===== src/rtl/alu_result_reader.sv =====
// Buffers verified 16-bit calculator results and streams each one out as two bytes, high byte first.
// Results whose complement output does not match are dropped and flagged.
module alu_result_reader #(
    parameter int DEPTH = 4
) (
    input  logic                     clk,
    input  logic                     reset,
    input  logic                     in_valid,
    output logic                     in_ready,
    input  logic [15:0]              Q,
    input  logic [15:0]              Qbar,
    output logic [7:0]               out_data,
    output logic                     out_valid,
    input  logic                     out_ready,
    output logic                     out_last,
    output logic [$clog2(DEPTH):0]   count,
    output logic                     err,
    output logic [7:0]               drop_cnt,
    output logic [0:0]               state_dbg
);

    localparam int AW = $clog2(DEPTH);

    localparam logic [0:0] ST_HI = 1'b0;
    localparam logic [0:0] ST_LO = 1'b1;

    localparam logic [AW:0]   FULL  = DEPTH[AW:0];
    localparam logic [AW:0]   ONE_C = 1;
    localparam logic [AW-1:0] ONE_P = 1;

    logic [15:0]   mem [DEPTH];
    logic [AW-1:0] wr_ptr;
    logic [AW-1:0] rd_ptr;
    logic [0:0]    state;
    logic          armed;
    logic          push_try;
    logic          word_ok;
    logic          push;
    logic          drop;
    logic          pop;
    logic [15:0]   head;

    // Handshakes: a transfer happens on a rising edge where valid and ready are
    // both 1; ready never depends on valid in the same cycle, and a source holds
    // its data stable while valid=1 and ready=0.

    // armed keeps in_ready low while reset is held and for the release edge itself.
    assign in_ready  = armed && (count < FULL);
    assign out_valid = (count != '0);

    assign push_try = in_valid && in_ready;
    assign word_ok  = (Qbar == ~Q);
    assign push     = push_try && word_ok;
    assign drop     = push_try && !word_ok;
    assign pop      = out_valid && out_ready && (state == ST_LO);

    assign head      = mem[rd_ptr];
    assign out_data  = (state == ST_HI) ? head[15:8] : head[7:0];
    assign out_last  = (state == ST_LO);
    assign state_dbg = state;

    always_ff @(posedge clk) begin
        if (push) begin
            mem[wr_ptr] <= Q;
        end
    end

    always_ff @(posedge clk or negedge reset) begin
        if (!reset) begin
            armed <= 1'b0;
        end else begin
            armed <= 1'b1;
        end
    end

    always_ff @(posedge clk or negedge reset) begin
        if (!reset) begin
            wr_ptr <= '0;
            rd_ptr <= '0;
            count  <= '0;
        end else begin
            if (push) begin
                wr_ptr <= wr_ptr + ONE_P;
            end
            if (pop) begin
                rd_ptr <= rd_ptr + ONE_P;
            end
            case ({push, pop})
                2'b10:   count <= count + ONE_C;
                2'b01:   count <= count - ONE_C;
                default: count <= count;
            endcase
        end
    end

    // FSM only moves on an accepted byte, so it cannot leave HI while the buffer is empty.
    always_ff @(posedge clk or negedge reset) begin
        if (!reset) begin
            state <= ST_HI;
        end else if (out_valid && out_ready) begin
            state <= (state == ST_HI) ? ST_LO : ST_HI;
        end
    end

    always_ff @(posedge clk or negedge reset) begin
        if (!reset) begin
            err      <= 1'b0;
            drop_cnt <= '0;
        end else if (drop) begin
            err <= 1'b1;
            if (drop_cnt != 8'hFF) begin
                drop_cnt <= drop_cnt + 8'd1;
            end
        end
    end

endmodule


===== config.mk =====
export PLATFORM = sky130hd
export DESIGN_NAME = alu_result_reader
export DESIGN_NICKNAME = d
export VERILOG_FILES = /design/src/rtl/alu_result_reader.sv
export SDC_FILE = /design/constraint.sdc
export NUM_CORES = 1
export LEC_CHECK = 0
export ABC_AREA = 1
export CORE_MARGIN = 3
export CORE_UTILIZATION = 54
export CTS_CLUSTER_DIAMETER = 60
export DETAILED_ROUTE_END_ITERATION = 10
export HOLD_SLACK_MARGIN = 0.05
export PLACE_DENSITY = 0.8
export SYNTH_ARGS = -nofsm -noshare
export SYNTH_HDL_FRONTEND = slang
export SYNTH_SLANG_ARGS = --single-unit

===== constraint.sdc =====
create_clock -name clk -period 2.7 [get_ports clk]
set_input_delay 0.54 -clock clk [delete_from_list [all_inputs] [get_ports clk]]
set_output_delay 0.54 -clock clk [all_outputs]
set_load 0.03 [all_outputs]

==> impl_metrics.json <==
{
  "synth-seq-cells": 82,
  "ff_latch_area_um2": 2370,
  "clock_path_buffers": 2,
  "post-route-period-util_pct": 92.1,
  "worst_setup_path_end_kind": "output pin",
  "layout_min_cycle_time_ns": 2.49,
  "antenna_cells": 0,
  "fin_nets": 530,
  "rsz0062_at_grt": "false",
  "fin_setup_tns_ns": 0,
  "criticalPathCategory": "reg2out",
  "run_status": "finished clean",
  "port_buffers": 59,
  "synthAdderAreaFrac_pct": 2.43,
  "synthSimpleGateAreaFrac_pct": 21.8,
  "wire_per_inst_um": 14.1,
  "finalSetupViolations": 0,
  "startpoint_type": "flip-flop",
  "worstPathRequired_ns": 2.16,
  "rows": 30,
  "fmax_ghz": 0.402,
  "drt_wl_total_um": 8320,
  "syn-num-nets": 447,
  "cp_data_arrival_time_ns": 1.95,
  "crit_path_frequent_cell": "nand2_1",
  "timing.rr.start": "out_last",
  "die_w_um": 91.1,
  "skew_ns": 0.0138,
  "cp-endpoint": "out_data[5]",
  "ys_types": 30,
  "core_um2": 6910,
  "drt_iter0_drc": 246,
  "synth_seq_area_share_pct": 60.7,
  "grt_max_degree": 35,
  "crit_fanout": 32,
  "crit_start": "rd_ptr[0]",
  "grt_first_pass_wirelength_um": 13800,
  "cts_tree": "done",
  "maxCapViolations": 0,
  "cts_hold_buf": 0,
  "p_leak_nw": 2.13,
  "multiInputGateArea_um2": 1270,
  "whs_path_depth": 1,
  "max_slew_margin_pct": 45.7,
  "r2r_slack_ns": 0.47,
  "yosys_warnings": 0,
  "place.detailed.hpwl_um": 5720,
  "peakVddDrop_v": 0.000490,
  "crit_path_cell_trace": "inv_2 > nor2_1 > o32ai_1 > nand2_1 > nand2_1 > buf_4",
  "drive_above_1_share_pct": 13.0,
  "layout_commonest_cell": "nand2_1",
  "synthCells": 404,
  "critPathTopFamily": "buffers and inverters",
  "fillers": 521,
  "antenna_left": 0,
  "fp.dieArea_um2": 8290,
  "worst_pin_slew_ns": 0.812,
  "drc": 0,
  "cp_slowest_cell": "inv_2",
  "cp.depth": 6,
  "grt_pass1_vias": 2905,
  "pin_count": 60,
  "mostFrequentLayoutCells": "104 x nand2_1, 74 x nor2_1, 64 x edfxtp_1",
  "final_cells": 588,
  "drt_first_pass_iters": 5,
  "cts_made_buffers": 9,
  "cts_setup_buffers": 0,
  "synth_top_family_by_area": "simple AND/OR/NAND/NOR gates",
  "cts_sinks": 82,
  "start_util_pct": 56.6,
  "die_h_um": 91.1,
  "h-tree-depth": 3,
  "antenna_found_initial": 0,
  "synth_xor_area_share_pct": 1.79,
  "slew_viol_final": 0,
  "cp.buffers_inverters": 2,
  "r2r_end": "count[2]",
  "synth.avg_cell_area_um2": 9.67,
  "dp.cells": 572,
  "cts-resized-gates": 0,
  "root_buffer": "clkbuf_8",
  "min-delay-start": "err",
  "vias": 3044,
  "power_density_nw_per_um2": 821,
  "synth-compound-area-share_pct": 6.47,
  "clk_pin_slew_ns": 0.08,
  "gp_congestion": 0.784,
  "hold_viol_final": 0,
  "synthToLayoutAreaGrowth_pct": 26.2,
  "gr-total-overflow": 0,
  "hold_class": "reg2reg",
  "insertion_delay_ns": 0.35,
  "synth.area.mux_share_pct": 0,
  "slowest_delay_ns": 0.42,
  "reg2reg_depth": 8,
  "track_usage_pct": 21.0,
  "vias_per_cell": 5.18,
  "synth_area_um2": 3910
}
==> cell usage after synthesis <==
cell type  count  share of area [%]
xor2_1         6                1.3
nand3_1        4               0.51
nand2_4        1               0.29
buf_4          2               0.38
o21bai_1       1               0.19
conb_1         1              0.096
nand3b_1       1               0.19
dfrtp_1       18                 12
inv_1         47                4.5
nor2_2         2               0.32
nand2_1      104                 10
edfxtp_1      64                 49
nand4_1        7                1.1
and2_1         1               0.16
o21ai_1        1               0.13
inv_2          5               0.48
ha_1           6                1.9
nand3_2        1               0.26
o32ai_1       16                3.6
nor4_4         1               0.54
nor3_1         2               0.26
clkbuf_1       5               0.48
o21ai_0       18                2.3
nor2_1        74                7.1
buf_2          6               0.77
fa_1           1               0.51
xnor2_1        2               0.45
a21oi_1        2               0.26
nand2_2        4               0.64
nand3_4        1               0.45
==> through the flow <==
stage	hold WS, ns	power, W	setup slack (ns)	util, %	cell area [µm²]
finish	0.510	0.00404	0.214	71.4	4930
global route	0.522	0.00429	0.0433	71.4	4930
CTS	0.513	0.00407	0.0260	71.3	4930
detailed placement	0.470	0.00329	-0.00337	68.8	4750
global placement	0.464	0.00324	0.0657	68.8	4750
floorplan	0.244	0.00267	0.0722	-	3910
==> power by group <==
group	leakage, nW	internal [W]	switching, W
Sequential	0.800	0.00143	0.000155
Clock	0.0932	0.000381	0.000405
Combinational	1.24	0.000641	0.00103
Total	2.13	0.00245	0.00159
==> area by class of cell <==
class,instances,share of cell area [%]
sequential,82,48.2
multi-input combinational,257,25.9
timing repair buffer,85,16.0
inverter,52,3.96
clock buffer,13,3.22
tap,96,2.44
clock inverter,3,0.305
==> flip-flops by register name, indices dropped and copies added, names as in the netlist <==
signal and cells:
err 1, out_last 1, wr_ptr 2, mem 64
count 3, drop_cnt 8, rd_ptr 2, armed 1
==> routing by layer <==
metal	GRT usage, %	vias to the layer above	share of wire (%)
met5	0	-	0
met4	7.79	0	1.3
met3	3.07	10	6.1
met2	35.9	105	51
met1	27.2	1429	42
li1	-	1500	-
==> logic make-up (layout without fill, tap and decap cells) <==
family,count (synthesis),count (layout)
AND/OR/NAND/NOR,203,203
flip-flops,82,82
buffers and inverters,65,153
AO/OA/AOI/OAI,38,38
XOR/XNOR,8,8
adder cells (fa/ha/maj),7,7
other,1,1
==> worst min-delay path by stage <==
stage,endpoint,slack (ns)
5_1_grt,err,0.52
2_1_floorplan,armed,0.24
4_1_cts,err,0.51
3_5_place_dp,err,0.47
6_report,err,0.51
3_3_place_gp,err,0.46
Power figures use the tool's default switching activity.
